<file path="src/rtl/usb_txn_ctrl.sv">
// USB host transaction sequencer: token / data / handshake packets with bounded retries.
// Define USB_TXN_TIMEOUT_EN to add a response timeout in WAIT_HS and WAIT_DATA.
module usb_txn_ctrl #(
    parameter int MAX_RETRY = 8,
    parameter int TIMEOUT   = 255
) (
    input  logic        clk,
    input  logic        rst_L,
    input  logic        start,
    input  logic        is_in,
    input  logic [6:0]  txn_addr,
    input  logic [3:0]  txn_endp,
    input  logic [63:0] wdata,
    output logic        done,
    output logic        success,
    output logic [63:0] rdata,
    output logic [3:0]  pid,
    output logic [3:0]  endp,
    output logic [6:0]  addr,
    output logic [63:0] data,
    output logic        pkttype,
    output logic        pktready_bs,
    input  logic        down_ready,
    input  logic        sending_usb,
    input  logic [63:0] in_data,
    input  logic        in_pktready,
    input  logic        in_error,
    input  logic        in_ack,
    input  logic        in_nak,
    input  logic        inpipe_recving
);

    localparam logic [3:0] PID_OUT   = 4'b0001;
    localparam logic [3:0] PID_IN    = 4'b1001;
    localparam logic [3:0] PID_DATA0 = 4'b0011;
    localparam logic [3:0] PID_ACK   = 4'b0010;
    localparam logic [3:0] PID_NAK   = 4'b1010;

    localparam logic [2:0] IDLE      = 3'd0;
    localparam logic [2:0] SEND_TOK  = 3'd1;
    localparam logic [2:0] SEND_DATA = 3'd2;
    localparam logic [2:0] WAIT_HS   = 3'd3;
    localparam logic [2:0] WAIT_DATA = 3'd4;
    localparam logic [2:0] SEND_ACK  = 3'd5;
    localparam logic [2:0] SEND_NAK  = 3'd6;
    localparam logic [2:0] FINISH    = 3'd7;

    localparam int RW = $clog2(MAX_RETRY + 1);

    logic [2:0]    state;
    logic [RW-1:0] retry_cnt;
    logic          launched;
    logic          seen;
    logic          result;
    logic          req_in;
    logic [6:0]    req_addr;
    logic [3:0]    req_endp;
    logic [63:0]   req_wdata;
    logic [63:0]   rbuf;
    logic          resp_eval;
    logic          take_data;
    logic          to_hit;
    logic [2:0]    fail_state;
    logic [3:0]    nxt_pid;
    logic          nxt_type;
    logic [63:0]   nxt_data;

    // A response is only trusted while the input pipe is idle or flags a finished packet.
    assign resp_eval  = !inpipe_recving || in_pktready || in_ack || in_nak;
    assign take_data  = (state == WAIT_DATA) && resp_eval && !in_nak && !in_error && in_pktready;
    assign fail_state = (retry_cnt == RW'(MAX_RETRY - 1)) ? FINISH : SEND_TOK;

`ifdef USB_TXN_TIMEOUT_EN
    logic [7:0] to_cnt;

    assign to_hit = (to_cnt == 8'(TIMEOUT - 1));

    always_ff @(posedge clk or negedge rst_L) begin
        if (!rst_L) begin
            to_cnt <= '0;
        end else if (state == WAIT_HS || state == WAIT_DATA) begin
            to_cnt <= to_cnt + 8'd1;
        end else begin
            to_cnt <= '0;
        end
    end
`else
    // No timeout: the wait states hold until the pipe answers.
    assign to_hit = (TIMEOUT < 0);
`endif

    always_comb begin
        nxt_pid  = PID_OUT;
        nxt_type = 1'b0;
        nxt_data = '0;
        case (state)
            SEND_TOK:  nxt_pid = req_in ? PID_IN : PID_OUT;
            SEND_DATA: begin
                nxt_pid  = PID_DATA0;
                nxt_type = 1'b1;
                nxt_data = req_wdata;
            end
            SEND_ACK: begin
                nxt_pid  = PID_ACK;
                nxt_type = 1'b1;
            end
            SEND_NAK: begin
                nxt_pid  = PID_NAK;
                nxt_type = 1'b1;
            end
            default: ;
        endcase
    end

    always_ff @(posedge clk) begin
        if (state == IDLE && start) begin
            req_in    <= is_in;
            req_addr  <= txn_addr;
            req_endp  <= txn_endp;
            req_wdata <= wdata;
        end
        if (take_data) begin
            rbuf <= in_data;
        end
    end

    always_ff @(posedge clk or negedge rst_L) begin
        if (!rst_L) begin
            state       <= IDLE;
            retry_cnt   <= '0;
            launched    <= 1'b0;
            seen        <= 1'b0;
            result      <= 1'b0;
            done        <= 1'b0;
            success     <= 1'b0;
            rdata       <= '0;
            pid         <= '0;
            addr        <= '0;
            endp        <= '0;
            data        <= '0;
            pkttype     <= 1'b0;
            pktready_bs <= 1'b0;
        end else begin
            pktready_bs <= 1'b0;
            done        <= 1'b0;
            case (state)
                IDLE: begin
                    if (start) begin
                        retry_cnt <= '0;
                        result    <= 1'b0;
                        state     <= SEND_TOK;
                    end
                end
                WAIT_HS: begin
                    if (resp_eval && (in_nak || in_error)) begin
                        retry_cnt <= retry_cnt + 1'b1;
                        state     <= fail_state;
                    end else if (resp_eval && in_ack) begin
                        result <= 1'b1;
                        state  <= FINISH;
                    end else if (to_hit) begin
                        retry_cnt <= retry_cnt + 1'b1;
                        state     <= fail_state;
                    end
                end
                WAIT_DATA: begin
                    if (resp_eval && in_nak) begin
                        retry_cnt <= retry_cnt + 1'b1;
                        state     <= fail_state;
                    end else if (resp_eval && in_error) begin
                        state <= SEND_NAK;
                    end else if (take_data) begin
                        state <= SEND_ACK;
                    end else if (to_hit) begin
                        retry_cnt <= retry_cnt + 1'b1;
                        state     <= fail_state;
                    end
                end
                FINISH: begin
                    done    <= 1'b1;
                    success <= result;
                    state   <= IDLE;
                end
                default: begin
                    // Packet states: launch once, then wait for sending_usb to rise and fall.
                    if (!launched) begin
                        if (down_ready) begin
                            pktready_bs <= 1'b1;
                            pid         <= nxt_pid;
                            addr        <= req_addr;
                            endp        <= req_endp;
                            data        <= nxt_data;
                            pkttype     <= nxt_type;
                            launched    <= 1'b1;
                        end
                    end else if (!seen) begin
                        seen <= sending_usb;
                    end else if (!sending_usb) begin
                        launched <= 1'b0;
                        seen     <= 1'b0;
                        case (state)
                            SEND_TOK:  state <= req_in ? WAIT_DATA : SEND_DATA;
                            SEND_DATA: state <= WAIT_HS;
                            SEND_ACK: begin
                                result <= 1'b1;
                                rdata  <= rbuf;
                                state  <= FINISH;
                            end
                            default: begin
                                retry_cnt <= retry_cnt + 1'b1;
                                state     <= fail_state;
                            end
                        endcase
                    end
                end
            endcase
        end
    end

endmodule

</file>
<file path="config.mk">
export PLATFORM = sky130hd
export DESIGN_NAME = usb_txn_ctrl
export DESIGN_NICKNAME = d
export VERILOG_FILES = /design/src/rtl/usb_txn_ctrl.sv
export SDC_FILE = /design/constraint.sdc
export NUM_CORES = 1
export LEC_CHECK = 0
export ABC_AREA = 1
export BUFFER_PORTS_ARGS = -buffer_cell sky130_fd_sc_hd__buf_4
export CAP_MARGIN = 20
export CORE_MARGIN = 3
export CORE_UTILIZATION = 42
export CTS_CLUSTER_SIZE = 25
export DETAILED_ROUTE_END_ITERATION = 10
export PLACE_DENSITY = 0.77
export SLEW_MARGIN = 20
export SYNTH_ARGS = -nofsm -noshare
export SYNTH_HDL_FRONTEND = slang
export SYNTH_SLANG_ARGS = --single-unit
</file>
<file path="constraint.sdc">
create_clock -name clk -period 5.5 [get_ports clk]
set_input_delay 1.375 -clock clk [delete_from_list [all_inputs] [get_ports clk]]
set_output_delay 1.375 -clock clk [all_outputs]
set_load 0.1 [all_outputs]
</file>
==> impl_metrics.py, run 1 <==
metrics = {
    "global_routing": {
        "grt_antenna_before_repair": 0,
        "grt_first_pass_wirelength_mm": 37.8,
        "grt_util_all_layers": 0.170,
        "grt-ovfl-total": 0,
        "grt_pass1_vias": 6682,
        "grt_max_degree": 92,
    },
    "timing": {
        "fmax_ghz": 0.354,
        "hold_viol": 0,
        "final-setup-viol-count": 0,
        "slew_viol_final": 0,
        "rsz0062_at_grt": "false",
        "fin_crit_ns": 2.82,
        "setup_tns_ns": 0,
        "timing.final.crit_share": 0.513,
        "relSlewSlack": 0.326,
        "worst_pin_slew_ns": 1.01,
        "fin_skew_ns": 0.0144,
    },
    "floorplan": {
        "rows": 58,
        "die_w_um": 166,
        "dieHeight_um": 166,
        "start_util": 0.428,
        "core_um2": 25200,
        "die-area_um2": 27600,
        "num_io_pins": 297,
    },
    "worst_setup_path": {
        "required_ns": 5.92,
        "crit_type": "in2reg",
        "arrival_ns": 3.24,
        "end_kind": "flop",
        "crit_fanout": 38,
        "reg2reg_from": "state[0]",
        "regToRegSetupSlack_ns": 3.06,
        "crit_start": "sending_usb",
        "startpoint_type": "input pin",
    },
    "synth": {
        "synth-seq-cells": 296,
        "synth_area_um2": 10800,
        "yosysUniqueCellTypes": 29,
        "yosys.area.top_type": "edfxtp_1",
        "syn_avg_cell_area_um2": 14.2,
        "yosysWarningCount": 0,
        "synth_area_leaders": "edfxtp_1, dfrtp_1, nand2_1",
        "ys_top_cells_by_count": "nand2_1, dfrtp_1, edfxtp_1",
        "synth-edff-count": 140,
        "syn_nets": 910,
        "synth_most_common_cell": "nand2_1",
        "ys_seq_area_frac": 0.751,
        "syn_inst": 759,
        "yosys.area.top_type_share": 0.390,
        "synth-main-ff-cell": "dfrtp_1",
        "async_reset_ff_frac": 0.527,
    },
    "cts": {
        "cts_buffer_depth": 3,
        "cts_buffers": 31,
        "tritoncts": "done",
        "htreeDepth": 1,
        "clk_latency_ns": 0.54,
        "clk_pin_slew_ns": 0.06,
        "postCtsHoldBufs": 0,
        "clock_tree.root_cell": "clkbuf_16",
        "clock-sinks": 296,
        "cts-resized-gates": 0,
        "cts_setup_buffers": 0,
    },
    "placed_design": {
        "dpl.hpwl_mm": 16.4,
        "port_buffers": 295,
        "gp_congestion": 0.846,
    },
    "detailed_routing": {
        "via_count": 6766,
        "wl_per_cell_um": 17.1,
        "drtPass1Iterations": 5,
        "drtIter0Drc": 445,
        "ant_nets": 0,
        "drc": 0,
        "via_per_inst": 4.78,
        "drt_wl_total_mm": 24.2,
    },
    "worst_hold_path": {
        "min-delay-start": "req_endp[0]",
        "hp-class": "reg2reg",
    },
    "flow_run": {
        "drv_cap": 0,
    },
    "final_layout": {
        "syn2layout_area_growth_pct": 32.7,
        "fill_cells": 2022,
        "nets": 1212,
        "antenna_cells": 0,
        "drive_above_1_share": 0.388,
    },
    "outcome": {
        "outcome": "completed",
    },
}
[per-stage QoR]
step | instance area (um2) | hold WS [ns] | instances | setup slack (ns) | utilization
3_5_place_dp | 13300 | 0.430 | 1358 | 2.12 | 0.527
3_3_place_gp | 13300 | 0.422 | 1358 | 2.18 | 0.527
2_1_floorplan | 10800 | 0.418 | 759 | 0.383 | -
5_1_grt | 14300 | 0.473 | 1415 | 2.61 | 0.569
6_report | 14300 | 0.441 | 1415 | 2.68 | 0.569
4_1_cts | 14300 | 0.446 | 1415 | 2.70 | 0.569
[cell type report]
cell class	count	area (um2)	area share
Timing Repair Buffer	301	2260	0.158
Multi-Input combinational cell	408	2410	0.168
Inverter	23	87.6	0.00612
Clock inverter	11	156	0.0109
Clock buffer	46	882	0.0616
Tap cell	330	413	0.0288
Sequential cell	296	8110	0.566
[per-layer routing]
layer / wire length (um) / vias up / global-route usage
met5: 0 / - / 0
met4: 783 / 0 / 0.0567
met3: 1680 / 54 / 0.0433
met2: 12000 / 232 / 0.284
met1: 9750 / 3295 / 0.219
li1: - / 3185 / -
[final timing paths]
kind                        endpoint  cells past startpoint
min in group asynchronous   rdata[4]                      1
hold / removal               endp[0]                      2
hold reg to reg              endp[0]                      2
setup / recovery           rdata[50]                      6
setup reg to reg            data[12]                      7
max in group asynchronous    addr[4]                      2
[kinds of logic after synthesis]
| family | synth area share |
|---|---|
| flip-flops | 0.751 |
| XOR/XNOR | 0.00162 |
| AO/OA/AOI/OAI | 0.0360 |
| AND/OR/NAND/NOR | 0.0990 |
| buffers and inverters | 0.0266 |
| adder cells (fa/ha/maj) | 0.00116 |
| other | 0.000348 |
| multiplexers | 0.0838 |
[worst max-delay path, stage by stage]
cell and delay [ns]:
buf_4 0.08, inv_1 0.05, nand3_1 0.12, or2_4 0.63, buf_4 0.54, mux2_2 0.40
[cell usage in the layout, fill, tap and decap left out, types with 10 or more instances in the layout]
| cell type | n |
|---|---|
| nand3_1 | 16 |
| nand2_1 | 217 |
| dfrtp_1 | 156 |
| mux2_4 | 49 |
| buf_4 | 300 |
| nor2_1 | 12 |
| o21ai_0 | 66 |
| edfxtp_1 | 140 |
| inv_1 | 21 |
| mux2_2 | 15 |
| clkbuf_1 | 10 |
| clkbuf_16 | 31 |
[sequential cells by signal, summed over array words and instances, names as in the netlist]
name and flops:
req_endp 4, rdata 64, req_addr 7, result 1, addr 7, done 1, state 3, seen 1
launched 1, req_wdata 64, retry_cnt 4, rbuf 64, data 64, pktready_bs 1, success 1, pkttype 1
pid 3, endp 4, req_in 1
Power of run 1 is left out: the tool's default activity adds up to more than one toggle a clock period on the data nets, which glitch-free logic cannot reach.
==> run 2: changes to the inputs <==
==> constraint.sdc (replaced) <==
create_clock -name clk -period 2.6 [get_ports clk]
set_input_delay 0.65 -clock clk [delete_from_list [all_inputs] [get_ports clk]]
set_output_delay 0.65 -clock clk [all_outputs]
set_load 0.1 [all_outputs]
==> impl_metrics.py, run 2 (synthesis gave the netlist of run 1 again) <==
metrics = {
    "timing": {
        "worst_pin_slew_ns": 0.576,
        "fmax_ghz": 0.487,
        "fin_hold_ws_ns": 0.263,
        "setup_slack_ns": 0.547,
        "rsz0062_at_grt": "false",
        "relSlewSlack": 0.615,
        "slew_viol_final": 0,
        "hold_viol": 0,
        "setup_tns_ns": 0,
        "timing.final.crit_share": 0.790,
        "fin_skew_ns": 0.0187,
        "final-setup-viol-count": 0,
        "fin_crit_ns": 2.05,
    },
    "global_routing": {
        "grt_util_all_layers": 0.174,
        "grt_pass1_vias": 6943,
        "grt_antenna_before_repair": 0,
        "grt_max_degree": 116,
        "grt-ovfl-total": 0,
        "grt_first_pass_wirelength_mm": 38.6,
    },
    "cts": {
        "cts_buffers": 31,
        "cts_setup_buffers": 0,
        "clock-sinks": 296,
        "cts_buffer_depth": 3,
        "clk_pin_slew_ns": 0.06,
        "htreeDepth": 1,
        "clk_latency_ns": 0.56,
        "tritoncts": "done",
        "clock_tree.root_cell": "clkbuf_16",
        "cts-resized-gates": 0,
    },
    "placed_design": {
        "dp_slack_ns": 0.476,
        "port_buffers": 295,
        "dpl.hpwl_mm": 18.2,
        "gp_congestion": 0.840,
    },
    "worst_setup_path": {
        "end_kind": "flop",
        "cp.depth": 5,
        "crit_fanout": 12,
        "cpLargestDelayFamily": "simple AND/OR/NAND/NOR gates",
        "startpoint_type": "flop",
        "slowest_stage": "dfrtp_1",
        "crit_chain": "inv_1 -> nor2_1 -> nand2_1 -> nor2_4 -> buf_4",
        "arrival_ns": 2.30,
        "reg2reg_depth": 5,
        "crit_type": "reg2reg",
        "path_buf_inv": 2,
        "required_ns": 2.85,
        "max_stage_delay_ns": 0.53,
    },
    "floorplan": {
        "die_w_um": 166,
        "rows": 58,
        "num_io_pins": 297,
        "dieHeight_um": 166,
        "core_um2": 25200,
        "start_util": 0.428,
        "die-area_um2": 27600,
    },
    "detailed_routing": {
        "via_count": 6857,
        "drc": 0,
        "drtIter0Drc": 318,
        "via_per_inst": 4.79,
        "ant_nets": 0,
        "drtPass1Iterations": 4,
        "drt_wl_total_mm": 24.8,
        "wl_per_cell_um": 17.3,
    },
    "flow_run": {
        "drv_cap": 0,
    },
    "outcome": {
        "outcome": "completed",
    },
    "final_layout": {
        "mostFrequentLayoutCells": "buf_4, nand2_1, dfrtp_1",
        "antenna_cells": 0,
        "final_common_cell": "buf_4",
        "nets": 1228,
        "drive_above_1_share": 0.398,
        "syn2layout_area_growth_pct": 34.8,
    },
    "worst_hold_path": {
        "hp-class": "in2reg",
        "min_path_cells": 1,
    },
}
run 2: cell count changes in the layout (fill, tap and decap cells not counted), moves of 2 or more:
cell / delta
clkbuf_8: -3
buf_12: +9
clkinvlp_4: +2
inv_6: +2
buf_4: +6
clkbuf_1: -2
run 2: what timing repair did:
action / 4_1_cts / 5_1_grt
endpoints found under the setup margin: 0 / 0
hold endpoints to repair: 16 / 0
hold buffers: 1 / 0
run 2: layout make-up:
type / count / area (um2)
multi-input cells: 408 / 2410
repair buffers: 317 / 2500
fillers: 2007 / 10600
well taps: 330 / 413
inverters: 23 / 86.3
flip-flops and latches: 296 / 8110
clock buffers: 41 / 833
clock inverters: 16 / 194
run 2: through the flow:
step	cells	utilization	cell area, um2
finish	1431	0.578	14500
global route	1431	0.578	14500
CTS	1431	0.578	14500
detailed placement	1373	0.536	13500
global placement	1373	0.536	13500
floorplan	759	-	10800
run 2: path summary, 6_finish.rpt:
kind | start | end | slack, ns
worst max register to register | state[2] | rbuf[49] | 0.55
worst max-delay path | state[2] | rbuf[49] | 0.55
worst min-delay path | in_data[54] | rbuf[54] | 0.26
max in group asynchronous | rst_L | data[3] | 1.29
min in group asynchronous | rst_L | rdata[4] | 0.57
worst min register to register | req_endp[3] | endp[3] | 0.44
run 2: per-layer routing:
| layer | part of all wire | GRT usage | up-vias |
|---|---|---|---|
| li1 | - | - | 3229 |
| met1 | 0.38 | 0.205 | 3323 |
| met2 | 0.50 | 0.302 | 251 |
| met3 | 0.083 | 0.0583 | 54 |
| met4 | 0.036 | 0.0595 | 0 |
| met5 | 0 | 0 | - |
Power of run 2 is left out for the same reason.
==> run 3: changes to the inputs <==
--- a/config.mk
+++ b/config.mk
@@ -12,7 +12,7 @@
 export CORE_UTILIZATION = 42
 export CTS_CLUSTER_SIZE = 25
 export DETAILED_ROUTE_END_ITERATION = 10
-export PLACE_DENSITY = 0.77
+export PLACE_DENSITY = 0.8
 export SLEW_MARGIN = 20
 export SYNTH_ARGS = -nofsm -noshare
 export SYNTH_HDL_FRONTEND = slang
==> constraint.sdc (replaced) <==
create_clock -name clk -period 1.8 [get_ports clk]
set_input_delay 0.45 -clock clk [delete_from_list [all_inputs] [get_ports clk]]
set_output_delay 0.45 -clock clk [all_outputs]
set_load 0.1 [all_outputs]
==> impl_metrics.py, run 3 (synthesis gave the netlist of run 1 again) <==
metrics = {
    "final_layout": {
        "multi_input_area_um2": 2430,
        "antenna_cells": 0,
        "nets": 1233,
        "fill_cells": 1914,
        "fin_util": 0.583,
        "drive_above_1_share": 0.406,
        "final_common_cell": "buf_4",
        "final-seq-area_um2": 8110,
        "syn2layout_area_growth_pct": 36.0,
        "mostFrequentLayoutCells": "buf_4, nand2_1, dfrtp_1",
    },
    "worst_setup_path": {
        "crit_fanout": 45,
        "arrival_ns": 1.96,
        "required_ns": 2.04,
        "startpoint_type": "flop",
        "end_kind": "flop",
        "crit_type": "reg2reg",
    },
    "placed_design": {
        "gp_congestion": 0.904,
        "dpl.hpwl_mm": 17.7,
        "dp_slack_ns": -0.0178,
        "port_buffers": 295,
    },
    "cts": {
        "clock_tree.root_cell": "clkbuf_16",
        "tritoncts": "done",
        "cts_buffers": 31,
        "clk_pin_slew_ns": 0.06,
        "cts_buffer_depth": 3,
        "clk_latency_ns": 0.56,
        "clock-sinks": 296,
        "htreeDepth": 1,
        "cts_setup_buffers": 0,
    },
    "worst_hold_path": {
        "hp-class": "in2reg",
    },
    "timing": {
        "slew_viol_final": 0,
        "timing.final.crit_share": 0.959,
        "hold_viol": 0,
        "fmax_ghz": 0.579,
        "rsz0062_at_grt": "false",
        "final-setup-viol-count": 0,
        "fin_crit_ns": 1.73,
        "fin_skew_ns": 0.0250,
        "setup_slack_ns": 0.0730,
    },
    "detailed_routing": {
        "via_per_inst": 4.74,
        "drtIter0Drc": 438,
        "wl_per_cell_um": 17.1,
        "drtPass1Iterations": 6,
        "drt_wl_total_mm": 24.6,
        "ant_nets": 0,
        "drc": 0,
        "via_count": 6805,
    },
    "global_routing": {
        "grt_first_pass_wirelength_mm": 38.0,
        "grt_antenna_before_repair": 0,
        "grt_pass1_vias": 6915,
        "grt_util_all_layers": 0.172,
        "grt-ovfl-total": 0,
        "grt_max_degree": 65,
    },
    "floorplan": {
        "die_w_um": 166,
        "rows": 58,
        "num_io_pins": 297,
        "start_util": 0.428,
        "die-area_um2": 27600,
        "dieHeight_um": 166,
        "core_um2": 25200,
    },
    "outcome": {
        "outcome": "completed",
    },
    "flow_run": {
        "drv_cap": 0,
    },
}
[run 3: worst paths after layout]
kind / startpoint / end / slack (ns) / depth (start not counted)
worst max-delay path: state[1] / rbuf[11] / 0.07 / 6
worst min-delay path: in_data[14] / rbuf[14] / 0.07 / 1
worst max register to register: state[1] / rbuf[11] / 0.07 / 6
worst min register to register: req_addr[6] / addr[6] / 0.44 / 2
max in group asynchronous: rst_L / data[25] / 0.86 / 3
min in group asynchronous: rst_L / rdata[5] / 0.37 / 2
[run 3: layout make-up]
| cell class | count | share of cell area |
|---|---|---|
| sequential | 296 | 0.553 |
| timing repair buffer | 322 | 0.178 |
| multi-input combinational | 408 | 0.165 |
| clock buffer | 47 | 0.0624 |
| tap | 330 | 0.0281 |
| clock inverter | 11 | 0.00750 |
| inverter | 23 | 0.00605 |
[run 3: timing repair]
item / 4_1_cts / 5_1_grt
hold endpoints to repair: 31 / 0
gates resized for setup: 1 / 0
hold buffers: 1 / 0
setup endpoints to repair: 64 / 0
[run 3: worst max-delay path, stage by stage, from the launching register on]
cell and delay, ns:
dfrtp_1 0.43, inv_2 0.15, nand2_4 0.08, nor2_2 0.18
nand2_1 0.14, nor2_4 0.14, buf_12 0.25
[run 3: through the flow]
| stage | hold slack (ns) | std cells | instance area [um2] | TNS [ns] |
|---|---|---|---|---|
| final | 0.0662 | 1437 | 14700 | 0 |
| after global routing | 0.0356 | 1437 | 14700 | 0 |
| after CTS | 0.0320 | 1437 | 14700 | 0 |
| after detailed placement | 0.387 | 1378 | 13600 | -0.808 |
| after global placement | 0.387 | 1378 | 13600 | 0 |
| after floorplan | 0.154 | 759 | 10800 | -75.20 |
[run 3: layer usage]
layer,vias to the layer above,routed length [um],global-route usage
met5,-,0,0
met4,0,902,0.0656
met3,58,2010,0.0509
met2,251,12500,0.303
met1,3253,9170,0.199
li1,3243,-,-
Power of run 3 is left out for the same reason.
